`config.mk`:
```
export PLATFORM = sky130hd
export DESIGN_NAME = ex_stage
export DESIGN_NICKNAME = d
export VERILOG_FILES = /design/src/rtl/ex_stage_pkg.sv /design/src/rtl/ex_stage_mul_div_unit.sv /design/src/rtl/ex_stage.sv
export SDC_FILE = /design/constraint.sdc
export NUM_CORES = 2
export LEC_CHECK = 0
export CORE_ASPECT_RATIO = 1.1
export CORE_MARGIN = 2
export CORE_UTILIZATION = 46
export CTS_BUF_LIST = sky130_fd_sc_hd__clkbuf_8
export CTS_CLUSTER_SIZE = 12
export DETAILED_ROUTE_END_ITERATION = 6
export GPL_TIMING_DRIVEN = 0
export PLACE_DENSITY = 0.69
export SYNTH_ARGS = -nofsm -noshare
export SYNTH_HDL_FRONTEND = slang
export SYNTH_SLANG_ARGS = --single-unit
```
`constraint.sdc`:
```
create_clock -name clock -period 11.56 [get_ports clock]
set_clock_uncertainty 0.15 [all_clocks]
set_input_delay 2.312 -clock clock [delete_from_list [all_inputs] [get_ports clock]]
set_output_delay 2.312 -clock clock [all_outputs]
set_load 0.02 [all_outputs]
```
`src/rtl/ex_stage_pkg.sv`:
```
// Shared widths, ALU opcodes, mul/div types and the EX/MEM payload for the Lapido execute stage.
package ex_stage_pkg;
  localparam int unsigned XLEN         = 32;
  localparam int unsigned ALU_OP_W     = 5;
  localparam int unsigned REG_IDX_W    = 4;
  localparam int unsigned MEM_TO_REG_W = 2;

  localparam logic [ALU_OP_W-1:0] ALU_ADD  = 5'd0;
  localparam logic [ALU_OP_W-1:0] ALU_SUB  = 5'd1;
  localparam logic [ALU_OP_W-1:0] ALU_AND  = 5'd2;
  localparam logic [ALU_OP_W-1:0] ALU_OR   = 5'd3;
  localparam logic [ALU_OP_W-1:0] ALU_XOR  = 5'd4;
  localparam logic [ALU_OP_W-1:0] ALU_NOR  = 5'd5;
  localparam logic [ALU_OP_W-1:0] ALU_SLT  = 5'd6;
  localparam logic [ALU_OP_W-1:0] ALU_SLTU = 5'd7;
  localparam logic [ALU_OP_W-1:0] ALU_SLL  = 5'd8;
  localparam logic [ALU_OP_W-1:0] ALU_SRL  = 5'd9;
  localparam logic [ALU_OP_W-1:0] ALU_SRA  = 5'd10;
  localparam logic [ALU_OP_W-1:0] ALU_LUI  = 5'd11;
  localparam logic [ALU_OP_W-1:0] ALU_MUL  = 5'd12;
  localparam logic [ALU_OP_W-1:0] ALU_DIV  = 5'd13;
  localparam logic [ALU_OP_W-1:0] ALU_DIVU = 5'd14;
  localparam logic [ALU_OP_W-1:0] ALU_REM  = 5'd15;

  typedef enum logic [1:0] {MD_IDLE = 2'd0, MD_BUSY = 2'd1, MD_DONE = 2'd2} md_state_e;
  // Encoded so that the low two ALUOp bits of codes 12..15 select the operation.
  typedef enum logic [1:0] {MD_MUL = 2'd0, MD_DIV = 2'd1, MD_DIVU = 2'd2, MD_REM = 2'd3} md_op_e;

  typedef struct packed {
    logic [XLEN-1:0]         alu_result;
    logic [XLEN-1:0]         store_data;
    logic [REG_IDX_W-1:0]    reg_write_idx;
    logic [MEM_TO_REG_W-1:0] mem_to_reg;
    logic                    mem_read;
    logic                    mem_write;
    logic                    reg_write;
    logic                    branch_taken;
    logic [XLEN-1:0]         branch_target;
  } ex_mem_t;

  function automatic logic is_muldiv(input logic [ALU_OP_W-1:0] op);
    return (op >= ALU_MUL) && (op <= ALU_REM);
  endfunction
endpackage

```
`src/rtl/ex_stage_mul_div_unit.sv`:
```
// Iterative shift-add multiplier / restoring divider; one iteration per falling clock edge.
module mul_div_unit
  import ex_stage_pkg::*;
#(
  parameter int unsigned MULDIV_CYCLES = XLEN
) (
  input  logic            clock,
  input  logic            reset,
  input  logic            start,
  input  md_op_e          op,
  input  logic [XLEN-1:0] a,
  input  logic [XLEN-1:0] b,
  output logic            busy,
  output logic            done,
  output logic [XLEN-1:0] result_c
);
  localparam int unsigned CNT_W = $clog2(MULDIV_CYCLES);

  md_state_e        state_q;
  md_op_e           op_q;
  logic [CNT_W-1:0] cnt_q;
  logic [XLEN-1:0]  work_q;      // multiplicand, or dividend shifting into quotient
  logic [XLEN-1:0]  opnd_q;      // multiplier, or divisor magnitude
  logic [XLEN-1:0]  acc_q;       // product, or partial remainder
  logic [XLEN-1:0]  dividend_q;
  logic             quo_neg_q;
  logic             rem_neg_q;
  logic             div_zero_q;
  logic             signed_op;
  logic [XLEN:0]    rem_shift;
  logic             rem_fits;
  logic [XLEN-1:0]  rem_next;

  assign signed_op = (op == MD_DIV) || (op == MD_REM);
  assign rem_shift = {acc_q, work_q[XLEN-1]};
  assign rem_fits  = rem_shift >= {1'b0, opnd_q};
  assign rem_next  = rem_fits ? XLEN'(rem_shift - {1'b0, opnd_q}) : rem_shift[XLEN-1:0];

  always_ff @(negedge clock or posedge reset) begin
    if (reset) begin
      state_q    <= MD_IDLE;
      op_q       <= MD_MUL;
      cnt_q      <= '0;
      work_q     <= '0;
      opnd_q     <= '0;
      acc_q      <= '0;
      dividend_q <= '0;
      quo_neg_q  <= 1'b0;
      rem_neg_q  <= 1'b0;
      div_zero_q <= 1'b0;
      busy       <= 1'b0;
      done       <= 1'b0;
    end else begin
      case (state_q)
        MD_IDLE: begin
          if (start) begin
            op_q       <= op;
            work_q     <= (signed_op && a[XLEN-1]) ? -a : a;
            opnd_q     <= (signed_op && b[XLEN-1]) ? -b : b;
            acc_q      <= '0;
            cnt_q      <= '0;
            dividend_q <= a;
            quo_neg_q  <= signed_op && (a[XLEN-1] ^ b[XLEN-1]);
            rem_neg_q  <= signed_op && a[XLEN-1];
            div_zero_q <= (b == '0);
            busy       <= 1'b1;
            state_q    <= MD_BUSY;
          end
        end
        MD_BUSY: begin
          if (op_q == MD_MUL) begin
            if (opnd_q[0]) acc_q <= acc_q + work_q;
            work_q <= work_q << 1;
            opnd_q <= opnd_q >> 1;
          end else begin
            acc_q  <= rem_next;
            work_q <= {work_q[XLEN-2:0], rem_fits};
          end
          cnt_q <= cnt_q + 1'b1;
          if (cnt_q == CNT_W'(MULDIV_CYCLES - 1)) begin
            busy    <= 1'b0;
            done    <= 1'b1;
            state_q <= MD_DONE;
          end
        end
        MD_DONE: begin
          done    <= 1'b0;
          state_q <= MD_IDLE;
        end
        default: state_q <= MD_IDLE;
      endcase
    end
  end

  // Signs and divide-by-zero results are applied to the magnitudes once iteration is over.
  always_comb begin
    result_c = acc_q;
    case (op_q)
      MD_DIV, MD_DIVU: result_c = div_zero_q ? '1 : (quo_neg_q ? -work_q : work_q);
      MD_REM:          result_c = div_zero_q ? dividend_q : (rem_neg_q ? -acc_q : acc_q);
      default:         result_c = acc_q;
    endcase
  end
endmodule

```
`src/rtl/ex_stage.sv`:
```
// Lapido execute stage: ALU, branch/jump resolution, mul/div sequencing and EX/MEM output register.
module ex_stage
  import ex_stage_pkg::*;
#(
  parameter int unsigned MULDIV_CYCLES = 32
) (
  input  logic                    clock,
  input  logic                    reset,
  input  logic [XLEN-1:0]         registerFileDataA,
  input  logic [XLEN-1:0]         registerFileDataB,
  input  logic [REG_IDX_W-1:0]    registerFileWrite,
  input  logic [XLEN-1:0]         pcpp,
  input  logic [XLEN-1:0]         extendedSignal,
  input  logic [ALU_OP_W-1:0]     ALUOp,
  input  logic                    ALUSrc,
  input  logic                    memRead,
  input  logic                    memWrite,
  input  logic                    regWrite,
  input  logic                    branch,
  input  logic                    jumpRegister,
  input  logic [MEM_TO_REG_W-1:0] memToReg,
  output logic [XLEN-1:0]         aluResult_out,
  output logic [XLEN-1:0]         storeData_out,
  output logic [REG_IDX_W-1:0]    registerFileWrite_out,
  output logic [MEM_TO_REG_W-1:0] memToReg_out,
  output logic                    memRead_out,
  output logic                    memWrite_out,
  output logic                    regWrite_out,
  output logic                    branchTaken_out,
  output logic [XLEN-1:0]         branchTarget_out,
  output logic                    stall
);
  logic [XLEN-1:0] op_b;
  logic [4:0]      shamt;
  logic [XLEN-1:0] alu_c;
  logic [XLEN-1:0] md_result;
  logic            md_op;
  logic            md_start;
  logic            md_busy;
  logic            md_done;
  logic            branch_taken_c;
  logic [XLEN-1:0] branch_target_c;
  ex_mem_t         next_c;
  ex_mem_t         out_q;

  assign op_b  = ALUSrc ? extendedSignal : registerFileDataB;
  assign shamt = op_b[4:0];
  assign md_op = is_muldiv(ALUOp);

  // The launch cycle (unit idle) and every iteration stall; the DONE cycle lets the result through.
  assign md_start = md_op && !md_busy && !md_done;
  assign stall    = !reset && (md_busy || md_start);

  mul_div_unit #(
    .MULDIV_CYCLES(MULDIV_CYCLES)
  ) u_mul_div (
    .clock   (clock),
    .reset   (reset),
    .start   (md_start),
    .op      (md_op_e'(ALUOp[1:0])),
    .a       (registerFileDataA),
    .b       (op_b),
    .busy    (md_busy),
    .done    (md_done),
    .result_c(md_result)
  );

  always_comb begin
    alu_c = '0;
    case (ALUOp)
      ALU_ADD:  alu_c = registerFileDataA + op_b;
      ALU_SUB:  alu_c = registerFileDataA - op_b;
      ALU_AND:  alu_c = registerFileDataA & op_b;
      ALU_OR:   alu_c = registerFileDataA | op_b;
      ALU_XOR:  alu_c = registerFileDataA ^ op_b;
      ALU_NOR:  alu_c = ~(registerFileDataA | op_b);
      ALU_SLT:  alu_c = {{(XLEN-1){1'b0}}, $signed(registerFileDataA) < $signed(op_b)};
      ALU_SLTU: alu_c = {{(XLEN-1){1'b0}}, registerFileDataA < op_b};
      ALU_SLL:  alu_c = registerFileDataA << shamt;
      ALU_SRL:  alu_c = registerFileDataA >> shamt;
      ALU_SRA:  alu_c = XLEN'($signed(registerFileDataA) >>> shamt);
      ALU_LUI:  alu_c = op_b << 16;
      ALU_MUL, ALU_DIV, ALU_DIVU, ALU_REM: alu_c = md_result;
      default:  alu_c = '0;
    endcase
  end

  // Register-indirect jump wins over a conditional branch.
  always_comb begin
    branch_taken_c  = 1'b0;
    branch_target_c = pcpp;
    if (jumpRegister) begin
      branch_taken_c  = 1'b1;
      branch_target_c = registerFileDataA;
    end else if (branch && (registerFileDataA == registerFileDataB)) begin
      branch_taken_c  = 1'b1;
      branch_target_c = pcpp + (extendedSignal << 2);
    end
  end

  always_comb begin
    next_c               = '0;
    next_c.alu_result    = alu_c;
    next_c.store_data    = registerFileDataB;
    next_c.reg_write_idx = registerFileWrite;
    next_c.mem_to_reg    = memToReg;
    next_c.mem_read      = memRead;
    next_c.mem_write     = memWrite;
    next_c.reg_write     = regWrite;
    next_c.branch_taken  = branch_taken_c;
    next_c.branch_target = branch_target_c;
  end

  // A stalled cycle sends an all-zero bubble downstream.
  always_ff @(negedge clock or posedge reset) begin
    if (reset)      out_q <= '0;
    else if (stall) out_q <= '0;
    else            out_q <= next_c;
  end

  assign aluResult_out         = out_q.alu_result;
  assign storeData_out         = out_q.store_data;
  assign registerFileWrite_out = out_q.reg_write_idx;
  assign memToReg_out          = out_q.mem_to_reg;
  assign memRead_out           = out_q.mem_read;
  assign memWrite_out          = out_q.mem_write;
  assign regWrite_out          = out_q.reg_write;
  assign branchTaken_out       = out_q.branch_taken;
  assign branchTarget_out      = out_q.branch_target;
endmodule
```
# Word-level counts from Yosys, hierarchy flattened
# Index checks and enable logic that the tools add are counted.
[totals] register_bits=248 output_inout_bits=107
[classes] n_addsub=10 order_cmp=5 n_eq_ne=28 n_shift=3 mux=35 n_bitwise=5 reduce_logical=28
[op_table] cell="32-bit 2-to-1 mux" count=16
[op_table] cell="32-bit one-hot mux with 13 select lines" count=1
[op_table] cell="32-bit one-hot mux with 2 select lines" count=4
[op_table] cell="32-bit negator" count=4
[op_table] cell="106-bit 2-to-1 mux" count=1
[op_table] cell="32-bit adder" count=3
[op_table] cell="32-bit less-than comparator" count=2
[op_table] cell="32-bit subtractor" count=2
[op_table] cell="5-bit by 4-bit equality test with 1-bit output, second input constant" count=8
[op_table] cell="33-bit by 32-bit greater-or-equal comparator with 1-bit output" count=1
[op_table] cell="32-bit bitwise AND" count=1
[op_table] cell="32-bit equality test" count=1
[op_table] cell="32-bit logical NOT" count=1
[op_table] cell="32-bit NOT" count=1
[op_table] cell="32-bit bitwise OR" count=1
[op_table] cell="32-bit by 5-bit << shifter with 32-bit output" count=1
[op_table] cell="32-bit by 5-bit right shift with 32-bit output" count=1
[op_table] cell="32-bit by 5-bit >>> shifter with 32-bit output" count=1
[op_table] cell="32-bit bitwise XOR" count=1
[op_table] cell="5-bit by 3-bit equality test with 1-bit output, second input constant" count=4
[op_table] cell="5-bit by 2-bit equality test with 1-bit output, second input constant" count=2
[op_table] cell="5-bit one-hot mux with 2 select lines" count=1
[op_table] cell="3-bit AND reduction" count=3
[op_table] cell="2-bit equality test, second input constant" count=4
[op_table] cell="other kinds (24)" count=49

# Logic depth before layout (Yosys ltp)
[logic_depth] word_depth=7 ltp_mapped=18 mapped_depth_nobuf=14

# Hierarchy
# A second synthesis with hierarchy kept.
[hier_totals] hier_cells=3837 area_unflattened_um2=28835.2
[by_module_without_submodules] mod="ex_stage" instances=1 cells_per_inst=2107 area_per_inst_um2=15651.3 seq_area_each_um2=2652.5
[by_module_without_submodules] mod="mul_div_unit" instances=1 cells_per_inst=1730 area_per_inst_um2=13183.9 seq_area_each_um2=3553.4

==> qor.yml <==
portBuffers: 251
ioPinCount: 254
cp_max_fo: 8
cp-start-kind: "input port"
ctsHoldBuffers: 0
synth_cells: 3816
ant_nets: 0
drt_first_iter_violations: 4541
dr.pass1.iters: 7
total_power_mw: 7.129
worstPathArrival_ps: 6270
internal_power_mw: 3.241
crit_type: "in -> reg"
fin_nets: 4575
ys_seq_area_frac: 0.2176
drv_slew: 0
grt_pass1_wl_mm: 236.2
start_util: 0.4658
p_sw_frac: 0.5453
path_clk_slew_ps: 40
status: "finished, violations left"
p_leak_nw: 14.82
cpPeakStageDelay_ps: 620
core_um2: 61220
grt_pass1_vias: 32820
dieArea_um2: 64000
hold_viol: 0
overflow: 0
async_reset_ff_frac: 1.000
wl_mm: 168.2
fp-row-count: 95
power.switching_mw: 3.887
grt_util_all_layers: 0.5181
synth-seq-cells: 248
place_hpwl_mm: 128.7
drive_above_1_share: 0.1149
maxCapViolations: 0
synth_ff_type: "dfrtn_1"
synth_fp_nets: 4190
critPathCaptureType: "register"
ir_drop_mv: 0.2839
grt_max_degree: 43
dr_total_vias: 34240
place.gp.congestion: 1.116
clock_sinks: 248
cts_root_buffer: "clkbuf_8"
die_w_um: 241.4
area_growth_pct: 24.41
cts.htree.levels: 2
setup_slack_ps: -228.1
worst_slew_margin_rel: 0.1524
drc: 0
p_seq_frac: 0.225
synth_edf_count: 0
pwr-share-comb: 0.646
worst_pin_slew_ps: 1262
clock_latency_ps: 640
finalNonFillerCells: 5061
grt_setup_unrepaired: "yes"
path_buf_inv: 3
synth_area_per_cell_um2: 7.472
cp_data_required_time_ps: 6040
numCtsBuffers: 47
cts_tree: "yes"
synth_cell_types: 99
antenna_found_initial: 17
die_h_um: 265.1
crit_path_cell_trace: "clkdlybuf4s15_1 > inv_1 > ha_2 > fa_2 > o21ba_2 > o311a_4 > a2bb2oi_4 > and3_4 > nor2_4 > buf_4 > o22ai_1 > nor2_1 > a221o_1 > o21ai_4 > a41oi_2"
violations: "negative setup slack"
min_path_type: "reg -> reg"
p_per_area_nw_per_um2: 200.9
yosys_warnings: 0
dp_cells: 4901
crit_family: "compound AO/OA/AOI/OAI gates"
post_drt_wl_per_cell_um: 33.23
clkPwrFrac: 0.130
clock_path_buffers: 3
setup_viol: 22
cp_slowest_cell: "clkdlybuf4s15_1"
syn_area_um2: 28510
vias_per_cell: 6.765
-- final cells by class --
| cell class | count | area (um2) |
|---|---|---|
| Multi-Input combinational cell | 3146 | 21750 |
| Buffer | 246 | 1401 |
| Sequential cell | 248 | 6206 |
| Tap cell | 824 | 1031 |
| Inverter | 168 | 674.4 |
| Timing Repair Buffer | 343 | 3460 |
| Fill cell | 5833 | 25740 |
| Clock inverter | 22 | 182.7 |
| Clock buffer | 54 | 743.2 |
| Antenna cell | 9 | 22.52 |
| Timing Repair inverter | 1 | 5.005 |
-- repair_timing --
item                                    CTS  global route
endpoints found under the setup margin   59            47
setup buffers                            48            34
resized for setup                       278           125
cloned                                    1             0
pin swaps                                26            42
-- synthesized netlist by cell type (all sizes together), types with 17 or more instances --
library cell  number  area share
a211oi            50       0.013
or3               19      0.0042
o21a              26      0.0068
o22ai             25      0.0055
o21bai            32      0.0084
nand3             68       0.012
a221oi            21      0.0069
xnor2            134       0.041
o221ai            21      0.0069
nor2b             19      0.0042
nor3              87       0.016
nand2            398       0.052
a31oi             52       0.011
and3              20      0.0044
mux2i            157       0.056
dfrtn            248        0.22
buf               58       0.011
xor2              94       0.029
clkbuf           196       0.026
nand2b            47       0.010
o21ai            361       0.063
a21o              46       0.012
o31ai             32      0.0088
inv              165       0.022
nand4             22      0.0048
nor4              36      0.0088
and2              58       0.013
nor2             372       0.049
ha               222       0.097
o211ai            79       0.021
o31a              19      0.0058
nor3b             17      0.0052
a21oi            371       0.065
-- state kept, by name, summed over array words and instances (netlist names) --
register,count
aluResult_out,32
branchTaken_out,1
branchTarget_out,32
memRead_out,1
memToReg_out,2
memWrite_out,1
regWrite_out,1
registerFileWrite_out,4
storeData_out,32
u_mul_div.acc_q,32
u_mul_div.busy,1
u_mul_div.cnt_q,5
u_mul_div.div_zero_q,1
u_mul_div.dividend_q,32
u_mul_div.done,1
u_mul_div.op_q,2
u_mul_div.opnd_q,32
u_mul_div.quo_neg_q,1
u_mul_div.rem_neg_q,1
u_mul_div.state_q,2
u_mul_div.work_q,32
-- placed cells by master, fill, tap and decap left out, types with 80 or more instances in the layout --
cell type / synthesis / layout
ha_1: 222 / 206
nor3_1: 85 / 80
dfrtn_1: 248 / 248
clkdlybuf4s50_1: 0 / 230
clkbuf_1: 194 / 139
a21oi_1: 371 / 348
nand2_1: 398 / 398
o21ai_0: 354 / 341
xnor2_1: 134 / 134
inv_1: 161 / 161
xor2_1: 94 / 94
mux2i_1: 152 / 129
nor2_1: 372 / 363
-- worst min-delay path, delay by kind of cell, from the launching register on --
kind,cells,cell delay (ps)
DFF,1,420
and+or+nand+nor,1,50
AOI/OAI and AO/OA,1,60
-- stage by stage --
stage / util / TNS, ps / setup WS (ps) / instance area [um2] / hold slack [ps]
final: 0.5795 / -1668 / -228.1 / 35480 / 307.5
after global routing: 0.5793 / -577.5 / -121.9 / 35460 / 320.0
after CTS: 0.5678 / 0 / 1.787 / 34760 / 302.8
after detailed placement: 0.5291 / -127670 / -3322 / 32390 / 293.1
after global placement: 0.5263 / -1104320 / -6237 / 32220 / 288.3
after floorplan: - / -137500 / -1456 / 28680 / 251.9
-- kinds of logic (layout without fill, tap and decap cells) --
group,after synthesis,count (layout),synth area share
other,0,9,0
DFF,248,248,0.2176
and+or+nand+nor,1209,1209,0.1964
xor gates and xnor gates,228,228,0.07003
muxes,172,172,0.06358
buffers and inverters,422,834,0.05902
adders and majority gates,227,227,0.1009
AOI/OAI and AO/OA,1310,1310,0.2925
-- power groups by stage --
stage | combinational, mW | clock (mW) | sequential [mW]
floorplan | 2.77 | 0 | 1.40
CTS | 4.28 | 0.924 | 1.54
detailed placement | 4.16 | 0 | 1.55
finish | 4.60 | 0.924 | 1.60
global placement | 4.14 | 0 | 1.55
global route | 4.88 | 0.959 | 1.59
-- per-layer routing --
metal | up-vias | GRT usage | share of wire
li1 | 14650 | - | -
met1 | 16190 | 0.5827 | 0.34
met2 | 2547 | 0.7630 | 0.42
met3 | 835 | 0.2049 | 0.13
met4 | 14 | 0.4401 | 0.11
met5 | - | 0.006216 | 0.00089
-- final timing paths --
path	start	to	slack (ps)	cells past startpoint
min	u_mul_div.dividend_q[18]$_DFFE_NP0P_	u_mul_div.dividend_q[18]$_DFFE_NP0P_	310	2
min in group asynchronous	reset	u_mul_div.dividend_q[11]$_DFFE_NP0P_	7850	2
max in group asynchronous	reset	branchTarget_out[16]$_DFF_NP0_	2180	4
max	registerFileDataA[0]	aluResult_out[26]$_DFF_NP0_	-230	15
min reg2reg	u_mul_div.dividend_q[18]$_DFFE_NP0P_	u_mul_div.dividend_q[18]$_DFFE_NP0P_	310	2
max reg2reg	u_mul_div.acc_q[15]$_DFFE_NP0P_	u_mul_div.acc_q[5]$_DFFE_NP0P_	6400	13
No activity file was read; power rests on OpenSTA's default activity.
